[src/rtl/player_physics_pkg.sv]
// Shared definitions for the player physics path.
//   pix_t / player_box_t / plat_desc_t : pixel coordinate and bus payloads
//   scan_state_t                       : ground-collider scheduler states
package player_physics_pkg;

  localparam int unsigned PIX_W             = 10;
  localparam int unsigned NUM_PLATFORMS_DEF = 8;
  localparam int unsigned FOOT_TOL_DEF      = 2;

  typedef logic [PIX_W-1:0] pix_t;

  typedef enum logic [1:0] {
    IDLE   = 2'd0,
    SCAN   = 2'd1,
    DRAIN  = 2'd2,
    UPDATE = 2'd3
  } scan_state_t;

  typedef struct packed {
    pix_t x;
    pix_t y;
    pix_t w;
    pix_t h;
  } player_box_t;

  typedef struct packed {
    logic valid;
    pix_t x0;
    pix_t x1;
    pix_t y;
  } plat_desc_t;

endpackage

[src/rtl/player_ground_collider_scheduler_cmp.sv]
// Combinational ground test for one platform descriptor.
//   player       : latched player box
//   plat         : descriptor returned by the platform store
//   best_valid/y : current best candidate
//   is_candidate : platform overlaps the player horizontally and sits at/under the feet
//   is_better    : candidate strictly higher (smaller y) than the current best
module player_ground_candidate_cmp
  import player_physics_pkg::*;
#(
  parameter int unsigned FOOT_TOL = FOOT_TOL_DEF
) (
  input  player_box_t player,
  input  plat_desc_t  plat,
  input  logic        best_valid,
  input  pix_t        best_y,
  output logic        is_candidate,
  output logic        is_better
);

  localparam int unsigned SUM_W = PIX_W + 1;

  logic [SUM_W-1:0] player_right;
  logic [SUM_W-1:0] player_feet;
  logic [SUM_W-1:0] plat_top_tol;

  // Sums widened by one bit so they never wrap.
  always_comb begin
    player_right = SUM_W'(player.x) + SUM_W'(player.w);
    player_feet  = SUM_W'(player.y) + SUM_W'(player.h);
    plat_top_tol = SUM_W'(plat.y) + SUM_W'(FOOT_TOL);
    is_candidate = plat.valid
                && (SUM_W'(plat.x0) < player_right)
                && (plat.x1 > player.x)
                && (plat_top_tol >= player_feet);
    // Strict compare: in index order, the first of equal heights is kept.
    is_better    = is_candidate && (!best_valid || (plat.y < best_y));
  end

endmodule

[src/rtl/player_ground_collider_scheduler.sv]
// Time-multiplexed ground-collision arbiter: scans the platform store and
// reports the topmost platform under the player's feet.
//   scan_start                  : single-cycle scan request (ignored while busy)
//   player_pos_x/y, player_w/h  : player box, latched at scan start
//   plat_rd_en / plat_idx       : platform store read port
//   plat_valid/x0/x1/y          : descriptor, one cycle after plat_rd_en
//   collider_ground_h_player    : selected ground top (0 when none)
//   is_collider_ground_player   : a ground platform was selected
//   scan_busy / scan_done       : scan in progress / result-update pulse
module player_ground_collider_scheduler
  import player_physics_pkg::*;
#(
  parameter int unsigned NUM_PLATFORMS = NUM_PLATFORMS_DEF,
  parameter int unsigned IDX_W         = 3,
  parameter int unsigned FOOT_TOL      = FOOT_TOL_DEF
) (
  input  logic             clk_player_control,
  input  logic             reset,
  input  logic             scan_start,
  input  logic [PIX_W-1:0] player_pos_x,
  input  logic [PIX_W-1:0] player_pos_y,
  input  logic [PIX_W-1:0] player_w,
  input  logic [PIX_W-1:0] player_h,
  output logic             plat_rd_en,
  output logic [IDX_W-1:0] plat_idx,
  input  logic             plat_valid,
  input  logic [PIX_W-1:0] plat_x0,
  input  logic [PIX_W-1:0] plat_x1,
  input  logic [PIX_W-1:0] plat_y,
  output logic [PIX_W-1:0] collider_ground_h_player,
  output logic             is_collider_ground_player,
  output logic             scan_busy,
  output logic             scan_done
);

  localparam logic [IDX_W-1:0] LAST_IDX = IDX_W'(NUM_PLATFORMS - 1);

  scan_state_t      state;
  scan_state_t      next_state;
  player_box_t      snap;
  plat_desc_t       desc;
  logic             rd_valid_d;
  logic [IDX_W-1:0] eval_idx;
  logic             best_valid;
  pix_t             best_y;
  logic [IDX_W-1:0] best_idx;
  logic             is_candidate;
  logic             is_better;
  logic             take;
  logic             best_valid_nxt;
  pix_t             best_y_nxt;

  assign desc = '{valid: plat_valid, x0: plat_x0, x1: plat_x1, y: plat_y};

  player_ground_candidate_cmp #(
    .FOOT_TOL (FOOT_TOL)
  ) u_cmp (
    .player       (snap),
    .plat         (desc),
    .best_valid   (best_valid),
    .best_y       (best_y),
    .is_candidate (is_candidate),
    .is_better    (is_better)
  );

  // Next state and the best candidate including the descriptor now on the bus.
  always_comb begin
    next_state     = state;
    take           = rd_valid_d && is_better;
    best_valid_nxt = best_valid;
    best_y_nxt     = best_y;
    if (take) begin
      best_valid_nxt = 1'b1;
      best_y_nxt     = plat_y;
    end
    case (state)
      IDLE:    if (scan_start) next_state = SCAN;
      SCAN:    if (plat_idx == LAST_IDX) next_state = DRAIN;
      DRAIN:   next_state = UPDATE;
      UPDATE:  next_state = IDLE;
      default: next_state = IDLE;
    endcase
  end

  // State, read port, best registers and registered outputs.
  always_ff @(posedge clk_player_control) begin
    if (reset) begin
      state                     <= IDLE;
      snap                      <= '0;
      plat_rd_en                <= 1'b0;
      plat_idx                  <= '0;
      rd_valid_d                <= 1'b0;
      eval_idx                  <= '0;
      best_valid                <= 1'b0;
      best_y                    <= '0;
      best_idx                  <= '0;
      collider_ground_h_player  <= '0;
      is_collider_ground_player <= 1'b0;
      scan_busy                 <= 1'b0;
      scan_done                 <= 1'b0;
    end else begin
      state      <= next_state;
      plat_rd_en <= (next_state == SCAN);
      scan_busy  <= (next_state != IDLE);
      scan_done  <= (state == DRAIN);
      rd_valid_d <= plat_rd_en;
      eval_idx   <= plat_idx;

      if (state == IDLE && scan_start) begin
        snap       <= '{x: player_pos_x, y: player_pos_y, w: player_w, h: player_h};
        plat_idx   <= '0;
        best_valid <= 1'b0;
        best_y     <= '0;
        best_idx   <= '0;
      end else begin
        if (state == SCAN) plat_idx <= (plat_idx == LAST_IDX) ? '0 : plat_idx + 1'b1;
        if (take) begin
          best_valid <= 1'b1;
          best_y     <= plat_y;
          best_idx   <= eval_idx;
        end
      end

      // Loaded on the edge into UPDATE so results are valid with scan_done.
      if (state == DRAIN) begin
        is_collider_ground_player <= best_valid_nxt;
        collider_ground_h_player  <= best_valid_nxt ? best_y_nxt : '0;
      end
    end
  end

endmodule

[config.mk]
export PLATFORM = sky130hd
export DESIGN_NAME = player_ground_collider_scheduler
export DESIGN_NICKNAME = d
export VERILOG_FILES = /design/src/rtl/player_physics_pkg.sv /design/src/rtl/player_ground_collider_scheduler_cmp.sv /design/src/rtl/player_ground_collider_scheduler.sv
export SDC_FILE = /design/constraint.sdc
export NUM_CORES = 1
export LEC_CHECK = 0
export ABC_CLOCK_PERIOD_IN_PS = 5200
export CAP_MARGIN = 20
export CORE_ASPECT_RATIO = 1.5
export CORE_MARGIN = 3
export CORE_UTILIZATION = 25
export CTS_CLUSTER_SIZE = 20
export DETAILED_ROUTE_END_ITERATION = 12
export SETUP_SLACK_MARGIN = 0.02
export SLEW_MARGIN = 20
export SYNTH_ARGS = -nofsm -noshare
export SYNTH_HDL_FRONTEND = slang
export SYNTH_SLANG_ARGS = --single-unit
export TNS_END_PERCENT = 100
[constraint.sdc]
create_clock -name clk_player_control -period 5.2 [get_ports clk_player_control]
set_clock_uncertainty 0.2 [all_clocks]
set_input_delay 0.52 -clock clk_player_control [delete_from_list [all_inputs] [get_ports clk_player_control]]
set_output_delay 0.52 -clock clk_player_control [all_outputs]
set_load 0.01 [all_outputs]
==> results of run 1 <==
==> tightest hold or removal path, delay by kind of cell (launching register included) <==
kind | cells | cell delay [ns]
AOI/OAI and AO/OA | 1 | 0.05
DFF | 1 | 0.31
and+or+nand+nor | 1 | 0.05
==> per-layer routing <==
layer	GRT usage, %	vias to the layer above	part of all wire, %
met1	14.15	1963	41
met2	25.41	74	53
met5	0	-	0
li1	-	2184	-
met4	4.442	0	1.7
met3	2.429	15	3.5
==> final cells by class <==
class                   count  area, um2
well taps                 213      266.5
fillers                  1828      11710
clock buffers              12      246.5
inverters                  35      131.4
multi-input cells         428       2884
clock inverters             4      55.05
flip-flops and latches     71       1421
repair buffers             95      933.4
==> stage by stage <==
step / worst slack [ns] / instance area [um2] / instances
2_1_floorplan: 1.429 / 4553 / 563
3_3_place_gp: 0.7242 / 5637 / 842
3_5_place_dp: 0.6727 / 5637 / 842
4_1_cts: 0.6568 / 5938 / 858
5_1_grt: 0.2782 / 5938 / 858
6_report: 0.6054 / 5938 / 858
==> cells by family (layout without fill, tap and decap cells) <==
kind of cell	Yosys count	after routing	synth area share, %
AOI/OAI and AO/OA	149	149	21.10
xor gates and xnor gates	19	19	3.655
adders and majority gates	64	64	17.92
buffers and inverters	64	146	5.551
DFF	71	71	31.22
muxes	4	4	0.8794
and+or+nand+nor	192	192	19.68
==> cell usage in the layout, fill, tap and decap left out, types with 3 or more instances in the layout <==
cell / instances
sky130_fd_sc_hd__nand2b_1: 7
sky130_fd_sc_hd__clkbuf_16: 9
sky130_fd_sc_hd__dfxtp_1: 71
sky130_fd_sc_hd__a221o_1: 10
sky130_fd_sc_hd__inv_1: 35
sky130_fd_sc_hd__nor2b_1: 5
sky130_fd_sc_hd__a21oi_1: 69
sky130_fd_sc_hd__a211oi_1: 5
sky130_fd_sc_hd__nor4_1: 21
sky130_fd_sc_hd__mux2i_1: 4
sky130_fd_sc_hd__nand4_1: 13
sky130_fd_sc_hd__a31oi_1: 4
sky130_fd_sc_hd__nor3_1: 5
sky130_fd_sc_hd__nand2_1: 101
sky130_fd_sc_hd__o21ai_0: 11
sky130_fd_sc_hd__o31ai_1: 10
sky130_fd_sc_hd__xor2_1: 10
sky130_fd_sc_hd__nor2_1: 19
sky130_fd_sc_hd__or3_1: 3
sky130_fd_sc_hd__a21o_1: 10
sky130_fd_sc_hd__and3_1: 5
sky130_fd_sc_hd__clkdlybuf4s50_1: 89
sky130_fd_sc_hd__ha_1: 62
sky130_fd_sc_hd__xnor2_1: 9
sky130_fd_sc_hd__o21ai_1: 7
sky130_fd_sc_hd__nand3_1: 8
sky130_fd_sc_hd__buf_4: 5
sky130_fd_sc_hd__o21a_1: 4
==> power breakdown <==
group / internal, mW / switching [mW] / leakage (nW)
registers: 0.566 / 0.0165 / 0.579
clock network: 0.387 / 0.248 / 0.143
logic: 0.151 / 0.190 / 1.56
==> worst paths after layout <==
kind,endpoint,depth (start not counted)
worst max register to register,collider_ground_h_player[4]$_SDFFE_PP0P_,17
worst max-delay path,collider_ground_h_player[4]$_SDFFE_PP0P_,17
worst min-delay path,snap[20]$_SDFFE_PP0P_,2
worst min register to register,snap[20]$_SDFFE_PP0P_,2
==> flip-flops by register name, indices dropped and copies added, names as in the netlist <==
signal                     count
snap                          40
best_y                        10
collider_ground_h_player      10
plat_idx                       3
state                          2
best_valid                     1
is_collider_ground_player      1
plat_rd_en                     1
rd_valid_d                     1
scan_busy                      1
scan_done                      1
==> results list, run 1 <==
- Gate count of the mapped netlist: 563
* Std-Cell Core Area: 17640 um2
- Via-per-instance ratio: 4.937
- Routed len/inst: 15.42 um
- The commonest cells after synthesis are sky130_fd_sc_hd__nand2_1, sky130_fd_sc_hd__dfxtp_1, sky130_fd_sc_hd__a21oi_1.
- Setup slack on the worst reg-to-reg path comes out at 0.61 ns.
* IO Port Bufs: 90
- The first global-routing pass estimated 20.53 mm of wire.
- A synthesized cell averages 8.087 um2.
- For this block, the via count after detailed routing is 4236.
* Overflow left after global routing: 0
* Area share of the largest cell type after synthesis: 31.22%
* Unrepaired setup endpoints after global routing: false
- The floorplan step set the die height to 171.3 um.
- Clock buffer count from CTS: 9
- CP cell instances: ha_1 > fa_1 > a211oi_1 > nor2_1 > o21a_1 > o21ai_1 > nand2b_1 > a21oi_1 > xor2_1 > ha_1 > and3_1 > o2111ai_1 > o221ai_1 > a21oi_2 > a311o_1 > nand3_2 > a221o_1
- Diode count: 0
- For this design the static power due to leakage is 2.283 nW.
- # resized after CTS: 0
- The startpoint identified for the worst hold timing path is snap[20]$_SDFFE_PP0P_.
- Setup total negative slack: 0 ns
- The largest total area in the synthesized netlist belongs to sky130_fd_sc_hd__dfxtp_1.
- Number of library cell types mapped by synthesis: 47
- Worst slew pin tran: 0.8777 ns
- Hold_ws: 0.2588 ns
* Pin count of the biggest net entering global routing: 58
- The tree is rooted in a sky130_fd_sc_hd__clkbuf_16.
* CTS Buffer Depth: 2
- Counting every net in the synthesized netlist gives 701.
- Initial cell density of the core: 25.81%
- Worst ir drop on vdd: 171.2 uV
* Cell with the most instances on the worst path: sky130_fd_sc_hd__ha_1
- Number of iterations in the first detailed-routing pass: 5
* Area enclosed by the die boundary: 19900 um2
* Run status: finished, final reports clean
- Most numerous cell in the Yosys netlist: sky130_fd_sc_hd__nand2_1
- The critical path contains buffers and inverters numbering 0 combined.
- Post-cts hold buffer count: 0
* Crit path kind: reg -> reg
* TritonCTS clock tree: done
* Register area share after synthesis: 31.22%
- For this run, asynchronously set or reset flops after synthesis account for 0%.
* # IOs: 91
- CP max stage delay: 0.45 ns
* Final Hold Violating Endpoints: 0
- Detailed placement ended at an HPWL of 10.19 mm.
- The initial antenna violation count is 0.
- Worst setup EP type: register
- For this run, the total global-route usage over all layers was measured as 13.20%.
- Setup Fix Bufs, Post-CTS: 0
* Crit path launch type: register
- Design Power: 1.559 mW
* Number of global-route vias before repair: 4168
* Number of warnings reported in the yosys synthesis log: 0
- Final estimated routing congestion in global placement: 0.8204
- On the critical path, the stage with the largest delay is an instance of sky130_fd_sc_hd__a311o_1.
- Of the available clock period, the critical path in the final layout requires 88.36%.
- Max-cap violations in this run came to 0.
- Final worst path period need: 4.595 ns
- Fraction of final layout cells with drive strength greater than 1: 4.186%
* Summed instance area of the synthesized netlist: 4553 um2
* Peak fanout along the critical path: 12
* Critical path startpoint: snap[30]$_SDFFE_PP0P_
- Number of H-tree levels: 3
* Number of enable flip-flop cells after synthesis: 0
* Total routed wirelength: 13.23 mm
* Worst max-slew margin expressed relative to the limit: 41.13%
- The most used flip-flop cell after synthesis is sky130_fd_sc_hd__dfxtp_1.
- Relative to the synthesized area, the layout overhead comes to 30.42%.
- The count of nets left with antenna violations once routing finished came out at 0.
- The number of pins exceeding their max-slew limit in the final report came to 0.
* Row count: 59
* Total number of nets in the final design: 778
- WP data arrival: 4.62 ns
- Layout Utilization: 33.66%
- Number of sinks driven by the clock tree: 71
* Setup-violating endpoint count in the final report: 0
* Die Span X: 116.2 um
- Number of violations reported at the end of detailed-routing iteration 0: 175
- Class of the worst hold path: reg -> reg
- Post-route DRC violation count: 0
- After clock tree synthesis, the clock-pin slew on the worst setup and hold paths is 0.06 ns.
* Maximum clock frequency: 0.2176 GHz
- Top cells by area in the synthesized netlist: sky130_fd_sc_hd__dfxtp_1, sky130_fd_sc_hd__ha_1, sky130_fd_sc_hd__nand2_1
- CP top delay family: compound AO/OA/AOI/OAI gates
- The synthesized design contains 71 register bits.
* Worst flop-to-flop path startpoint: snap[30]$_SDFFE_PP0P_
- Insertion delay of the later-clocked pin in the worst-skew pair: 0.35 ns
- Data on the critical path is required at its endpoint by 5.23 ns.
- Dividing total power by cell area gives a power density of 262.5 nW/um2.
Note: power is estimated with default switching activity, not from simulation.
==> run 2, diff against run 1 <==
- ABC_CLOCK_PERIOD_IN_PS: 5200 -> 5800
- clock period: 5.2 -> 5.8 ns (I/O delays scaled with it)
==> run 2 against run 1 <==
Utilization grew 0.071 points. Highest routed layer unchanged. Fmax up 1.1%. Die area unchanged. Critical endpoint is now collider_ground_h_player[1]$_SDFFE_PP0P_. Via count grew 1.0%. Global-route usage up 0.095 points. First-iteration DRC count up 21%. Largest cell class unchanged. Hold slack hardly changed. Cell count is the same. Combinational power decreased by 11%. Largest power group unchanged. Setup slack gained 0.65 ns. Flip-flop and latch count is the same. Register-to-register slack gained 0.65 ns.
==> results list, run 2 (synthesis results as in run 1) <==
- Run status: finished, final reports clean (unchanged).
- The number of remaining DRC errors is 0 (unchanged).
* Number of global-route vias before repair: 4231 (was 4168)
- Final design area excluding fillers: 5951 um2 (was 5938 um2)
- The layout-stage area growth over the synthesis result came to 30.70% (was 30.42%).
- Diode count: 0 (unchanged)
- The number of antenna-violating nets in the routed design came to 0 (unchanged).
- Most common library cell in the layout ignoring fill and taps: sky130_fd_sc_hd__nand2_1 (unchanged)
- The total half-perimeter wirelength after legalization and detailed placement was 10.20 mm (was 10.19 mm).
- The number of buffers inserted by port buffering was 90 (unchanged).
- Clock Tree Root: sky130_fd_sc_hd__clkbuf_16 (unchanged)
- The total via count in the routed design was 4279 (was 4236).
- The total routing resource utilization after global routing is 13.30% (was 13.20%).
- The final worst-path cycle share is 78.34% (was 88.36%).
- Commonest non-fill, non-tap cells in the layout: sky130_fd_sc_hd__nand2_1, sky130_fd_sc_hd__clkdlybuf4s50_1, sky130_fd_sc_hd__dfxtp_1 (unchanged).
- The pin slew with the least headroom to its limit came to 0.8941 ns (was 0.8777 ns).
* Overflow left after global routing: 0 (unchanged)
- The register containing the most flip-flops in the final layout is snap (unchanged).
- Final Hold Violating Endpoints: 0 (unchanged)
* TritonCTS clock tree: done (unchanged)
- Number of H-tree levels: 3 (unchanged)
* Total number of nets in the final design: 778 (unchanged)
- Area enclosed by the die boundary: 19900 um2 (unchanged)
- Required time of the critical path: 5.82 ns (was 5.23 ns)
- Biggest registers after layout: snap: 40 flops, best_y: 10 flops, collider_ground_h_player: 10 flops (unchanged).
- Reg2Reg Setup Slack: 1.26 ns (was 0.61 ns)
- CTS Buffer Depth: 2 (unchanged)
- Number of antenna violations at the first check in global routing: 0 (unchanged)
- Setup Fix Bufs, Post-CTS: 0 (unchanged)
* Worst ir drop on vdd: 143.0 uV (was 171.2 uV)
* Routed len/inst: 15.36 um (was 15.42 um)
- Std-Cell Core Area: 17640 um2 (unchanged)
- Flip-flop count of the largest register, all copies and words added: 40 (unchanged)
- The wire length of the first global-routing pass is 20.81 mm (was 20.53 mm).
* Number of violations reported at the end of detailed-routing iteration 0: 212 (was 175)
- The arrival time reported for the critical path endpoint came to 4.56 ns (was 4.62 ns).
- The highest cell delay on the worst timing path was 0.43 ns (was 0.45 ns).
* Insertion delay of the later-clocked pin in the worst-skew pair: 0.34 ns (was 0.35 ns)
* Buffers plus inverters on the worst setup path: 0 (unchanged)
- The reported leakage power is 2.289 nW (was 2.283 nW).
- The clock buffer count from CTS was 9 (unchanged).
- Initial cell density of the core: 25.81% (unchanged)
- CP cell instances: ha_1 > fa_1 > a211oi_1 > nor2_1 > o21a_1 > o21ai_1 > nand2b_1 > a21oi_1 > xor2_1 > ha_1 > and3_1 > o2111ai_1 > o221ai_1 > a21oi_2 > a311o_1 > nand3_2 > a221o_1 (unchanged)
* Post-placement cell area: 5637 um2 (unchanged)
* Row count: 59 (unchanged)
- Worst setup margin: 1.256 ns (was 0.6054 ns)
- Setup total negative slack: 0 ns (unchanged)
- Crit path kind: reg -> reg (unchanged)
* Height of the chip: 171.3 um (unchanged)
- Final estimated routing congestion in global placement: 0.8065 (was 0.8204)
* Unrepaired setup endpoints after global routing: false (unchanged)
* Total routed wirelength: 13.18 mm (was 13.23 mm)
- Max Cap Viol: 0 (unchanged)
- The number of clock sinks came to 71 (unchanged).
- Post-placement worst setup slack: 1.317 ns (was 0.6727 ns)
- Final worst path period need: 4.544 ns (was 4.595 ns)
- Number of iterations in the first detailed-routing pass: 4 (was 5)
* CP top delay family: compound AO/OA/AOI/OAI gates (unchanged)
- The number of placed I/O pins is 91 (unchanged).
* Setup-violating endpoint count in the final report: 0 (unchanged)
- The total design power is 1.419 mW (was 1.559 mW).
- The clock-pin slew of the registers on the worst-case setup and hold paths is 0.06 ns (about the same).
- The cell count after placement was 842 (unchanged).
- The relative slew slack came to 40.04% (was 41.13%).
- The critical path capture point type is a register (unchanged).
* Post-cts hold buffer count: 0 (unchanged)
- The post-detailed-route via-to-cell ratio was 4.987 (was 4.937).
* # resized after CTS: 0 (unchanged)
- The cell with the most instances on the worst path was sky130_fd_sc_hd__ha_1 (unchanged).
* Class of the worst hold path: reg -> reg (unchanged)
* Pwr per Cell Area: 238.4 nW/um2 (was 262.5 nW/um2)
* Fin. max-slew vios: 0 (unchanged)
- The kind of start point of the critical path was a register (unchanged).
- Critical-path top delay cell: sky130_fd_sc_hd__fa_1 (was sky130_fd_sc_hd__a311o_1)
* Cell Count, Final, Fillers Out: 858 (unchanged)
- The share of layout cells above drive strength 1 came to 4.341% (was 4.186%).
- The upper clock frequency limit is 0.2201 GHz (was 0.2176 GHz).
- The biggest fanout along the worst timing path is 12 (unchanged).
* Pin count of the biggest net entering global routing: 59 (was 58)
- Die Span X: 116.2 um (unchanged)
-- run 2: layer usage --
metal	global-route usage, %	part of all wire, %	up-vias
li1	-	-	2187
met1	13.91	40	1992
met2	25.78	54	79
met3	2.394	3.9	21
met4	4.947	2.2	0
met5	0	0	-
-- run 2: area by class of cell --
type / instances / area (um2)
fillers: 1822 / 11690
clock buffers: 10 / 229.0
clock inverters: 6 / 85.08
inverters: 35 / 131.4
multi-input cells: 428 / 2884
repair buffers: 95 / 933.4
flip-flops and latches: 71 / 1421
well taps: 213 / 266.5
-- run 2: worst paths after layout --
kind,from,to,depth (start not counted)
max reg2reg,snap[30]$_SDFFE_PP0P_,collider_ground_h_player[1]$_SDFFE_PP0P_,17
min,snap[23]$_SDFFE_PP0P_,snap[23]$_SDFFE_PP0P_,2
max,snap[30]$_SDFFE_PP0P_,collider_ground_h_player[1]$_SDFFE_PP0P_,17
min reg2reg,snap[23]$_SDFFE_PP0P_,snap[23]$_SDFFE_PP0P_,2
-- run 2: worst register-to-register path, stage by stage, from the launching register on --
cell,delay (ns)
sky130_fd_sc_hd__dfxtp_1,0.33
sky130_fd_sc_hd__ha_1,0.21
sky130_fd_sc_hd__fa_1,0.43
sky130_fd_sc_hd__a211oi_1,0.31
sky130_fd_sc_hd__nor2_1,0.11
sky130_fd_sc_hd__o21a_1,0.19
sky130_fd_sc_hd__o21ai_1,0.15
sky130_fd_sc_hd__nand2b_1,0.08
sky130_fd_sc_hd__a21oi_1,0.17
sky130_fd_sc_hd__xor2_1,0.17
sky130_fd_sc_hd__ha_1,0.26
sky130_fd_sc_hd__and3_1,0.17
sky130_fd_sc_hd__o2111ai_1,0.10
sky130_fd_sc_hd__o221ai_1,0.15
sky130_fd_sc_hd__a21oi_2,0.23
sky130_fd_sc_hd__a311o_1,0.41
sky130_fd_sc_hd__nand3_2,0.35
sky130_fd_sc_hd__a221o_1,0.42
-- run 2: metrics by stage --
step / util (%) / hold WS [ns]
floorplan: - / 0.2400
global placement: 31.95 / 0.2473
detailed placement: 31.95 / 0.2538
CTS: 33.73 / 0.2626
global route: 33.73 / 0.2779
finish: 33.73 / 0.2591
-- run 2: where the power goes --
| group | internal (mW) | switching [mW] | leakage, nW |
|---|---|---|---|
| sequential | 0.507 | 0.0148 | 0.579 |
| clock | 0.375 | 0.217 | 0.148 |
| combinational | 0.135 | 0.170 | 1.56 |
==> run 3, diff against run 2 <==
- ABC_CLOCK_PERIOD_IN_PS: 5800 -> 4500
- clock period: 5.8 -> 4.5 ns (I/O delays scaled with it)
==> run 3 against run 2 <==
First-iteration DRC count is 25% higher. Sequential share of layout area is 0.29 points lower. Setup slack worse by 0.86 ns. Via count hardly changed. Final area is 1.2% higher. Non-clock buffer count is 8 higher. Hold slack worse by 0.0043 ns. Fmax is 11% higher. Critical path type unchanged. Wire length is 2.7% higher. Register-to-register slack worse by 0.86 ns. Global-route usage is 0.52 points higher.
==> results list, run 3 (synthesis results as in run 1) <==
- The clock buffer count from CTS is 9 (unchanged).
- Met1 routing resource usage after global routing: 14.46% (was 13.91%)
* Pin count of the biggest net entering global routing: 47 (was 59)
* Static Leakage: 2.329 nW (was 2.289 nW)
- The maximum count of clock buffers along a single path was 2 (unchanged).
- Worst setup EP type: register (unchanged)
* Class of the worst hold path: in -> reg (was reg -> reg)
- Pwr per Cell Area: 307.2 nW/um2 (was 238.4 nW/um2)
- The total via count in the routed design is 4277 (was 4279).
* Unrepaired setup endpoints after global routing: false (unchanged)
- The total negative setup slack came to 0 ns (unchanged).
- Synthesis-to-layout area growth: 32.29% (was 30.70%)
- WP data arrival: 4.13 ns (was 4.56 ns)
- Biggest registers after layout: snap: 40 flops, best_y: 10 flops, collider_ground_h_player: 10 flops (unchanged).
- The startpoint-to-endpoint class of the critical path is reg -> reg (unchanged).
* Commonest non-fill, non-tap cells in the layout: sky130_fd_sc_hd__nand2_1, sky130_fd_sc_hd__clkdlybuf4s50_1, sky130_fd_sc_hd__dfxtp_1 (unchanged)
- Maximum clock frequency: 0.2435 GHz (was 0.2201 GHz)
- Max Cap Viol: 0 (unchanged)
- The register containing the most flip-flops in the final layout was snap (unchanged).
- The maximum VDD drop was 171.8 uV (was 143.0 uV).
- The pin slew with the least headroom to its limit was 0.8206 ns (was 0.8941 ns).
* IO Port Bufs: 90 (unchanged)
- Routing usage on met2: 25.98% (was 25.78%)
* Final worst path period need: 4.107 ns (was 4.544 ns)
* Height of the chip: 171.3 um (unchanged)
- The number of failing hold endpoints at the final stage was 0 (unchanged).
* Most Used Layer, Global Route: met2 (unchanged)
* TritonCTS clock tree: done (unchanged)
* Final estimated routing congestion in global placement: 0.8647 (was 0.8065)
* Buffers plus inverters on the worst setup path: 1 (was 0)
- The number of filler instances in the final layout was 1810 (was 1822).
- ANT nets after route: 0 (unchanged)
* Layout Utilization: 34.14% (was 33.73%)
* Initial cell density of the core: 25.81% (unchanged)
* Die Span X: 116.2 um (unchanged)
- The initial antenna violation count came to 0 (unchanged).
- Insertion delay of the later-clocked pin in the worst-skew pair: 0.34 ns (about the same)
- The wire length of the first global-routing pass was 21.52 mm (was 20.81 mm).
- Hold_ws: 0.2547 ns (was 0.2591 ns)
- The number of remaining DRC errors was 0 (unchanged).
- The share of layout cells above drive strength 1 is 5.666% (was 4.341%).
- The highest cell delay on the worst timing path came to 0.43 ns (about the same).
- The number of clock sinks was 71 (unchanged).
- Post-cts hold buffer count: 0 (unchanged)
- Number of iterations in the first detailed-routing pass: 4 (unchanged)
- Number of violations reported at the end of detailed-routing iteration 0: 266 (was 212)
- Overflow left after global routing: 0 (unchanged)
* Total routed wirelength: 13.53 mm (was 13.18 mm)
- Run status: finished, final reports clean (unchanged)
* Setup-violating endpoint count in the final report: 0 (unchanged)
* Number of H-tree levels: 3 (unchanged)
- The relative slew slack came to 44.96% (was 40.04%).
- The core outline area came to 17640 um2 (unchanged).
- Area enclosed by the die boundary: 19900 um2 (unchanged)
* Clock-pin transition on the worst setup and hold timing paths: 0.06 ns (about the same)
- Cell with the most instances on the worst path: sky130_fd_sc_hd__ha_1 (unchanged)
* Area taken by multi-input logic gates: 2897 um2 (was 2884 um2)
- The final net count is 786 (was 778).
- The total routing resource utilization after global routing is 13.82% (was 13.30%).
- CP cell instances: ha_1 > fa_1 > a211oi_2 > nor2_1 > o21a_1 > o21ai_1 > nand2b_1 > a21oi_1 > xor2_1 > ha_1 > and3_1 > o2111ai_1 > o221ai_1 > a21oi_2 > a311oi_2 > buf_4 > nor4_1 > a221o_1 (was ha_1 > fa_1 > a211oi_1 > nor2_1 > o21a_1 > o21ai_1 > nand2b_1 > a21oi_1 > xor2_1 > ha_1 > and3_1 > o2111ai_1 > o221ai_1 > a21oi_2 > a311o_1 > nand3_2 > a221o_1).
- The kind of start point of the critical path was a register (unchanged).
* Critical-path top delay cell: sky130_fd_sc_hd__fa_1 (unchanged)
- Routed len/inst: 15.62 um (was 15.36 um)
* Period Utilization, post-route: 91.28% (was 78.34%)
* Peak fanout along the critical path: 20 (was 12)
* Row count: 59 (unchanged)
- The number of pins exceeding their max-slew limit in the final report is 0 (unchanged).
- The post-detailed-route via-to-cell ratio is 4.939 (was 4.987).
- Met3 usage: 3.027% (was 2.394%)
- The total inserted antenna cells was 0 (unchanged).
* Clock Tree Root: sky130_fd_sc_hd__clkbuf_16 (unchanged)
- The top cell family by delay on the critical path was compound AO/OA/AOI/OAI gates (unchanged).
- The number of placed I/O pins is 91 (unchanged).
* Final HPWL from detailed placement: 10.52 mm (was 10.20 mm)
* Flip-flop count of the largest register, all copies and words added: 40 (unchanged)
* Most common library cell in the layout ignoring fill and taps: sky130_fd_sc_hd__nand2_1 (unchanged)
- The data required time of the critical path was 4.52 ns (was 5.82 ns).
- The register cell area after layout is 1421 um2 (unchanged).
- Number of global-route vias before repair: 4393 (was 4231)
run 3: cell types whose count changed in the layout (fill, tap and decap cells not counted):
cell                       previous run  this run
sky130_fd_sc_hd__buf_4                5        13
sky130_fd_sc_hd__a211oi_1             5         4
sky130_fd_sc_hd__nand3_2              1         0
sky130_fd_sc_hd__a211oi_2             0         1
sky130_fd_sc_hd__nand3_4              0         1
run 3: metrics by stage:
step | std cells | power, mW | setup slack [ns] | area [um2]
after global placement | 850 | 1.096 | 0.3419 | 5697
final | 866 | 1.850 | 0.3926 | 6023
after CTS | 866 | 1.865 | 0.2550 | 6011
after global routing | 866 | 1.939 | 0.02719 | 6023
after detailed placement | 850 | 1.099 | 0.2893 | 5697
after floorplan | 563 | 0.9307 | 0.7292 | 4553
run 3: worst paths after layout:
path                                       startpoint                                        to  slack (ns)  cells after the start
worst min register to register  snap[27]$_SDFFE_PP0P_                     snap[27]$_SDFFE_PP0P_        0.26                      2
worst min-delay path                            reset    is_collider_ground_player$_SDFFE_PP0P_        0.25                      2
worst max-delay path            snap[30]$_SDFFE_PP0P_  collider_ground_h_player[6]$_SDFFE_PP0P_        0.39                     18
worst max register to register  snap[30]$_SDFFE_PP0P_  collider_ground_h_player[6]$_SDFFE_PP0P_        0.39                     18
run 3: area by class of cell:
| cell class | instances | share of cell area [%] |
|---|---|---|
| Inverter | 35 | 2.181 |
| Clock buffer | 10 | 3.801 |
| Multi-Input combinational cell | 428 | 48.09 |
| Sequential cell | 71 | 23.60 |
| Clock inverter | 6 | 1.413 |
| Tap cell | 213 | 4.425 |
| Timing Repair Buffer | 103 | 16.49 |
run 3: report_power, final:
group / switching [mW] / total (mW) / leakage (nW) / internal [mW]
clock network: 0.281 / 0.764 / 0.148 / 0.483
logic: 0.227 / 0.413 / 1.60 / 0.186
registers: 0.0192 / 0.673 / 0.579 / 0.654
run 3: metal layers:
metal / share of wire (%) / routed length, um
met5: 0 / 0
met4: 2.9 / 391
met3: 4.6 / 626
met2: 54 / 7266
met1: 39 / 5243
run 3: timing repair:
| item | 4_1_cts | 5_1_grt |
|---|---|---|
| gates resized for setup | 0 | 2 |
| setup endpoints to repair | 0 | 12 |
| endpoints found under the hold margin | 0 | 0 |
| buffers inserted | 0 | 0 |
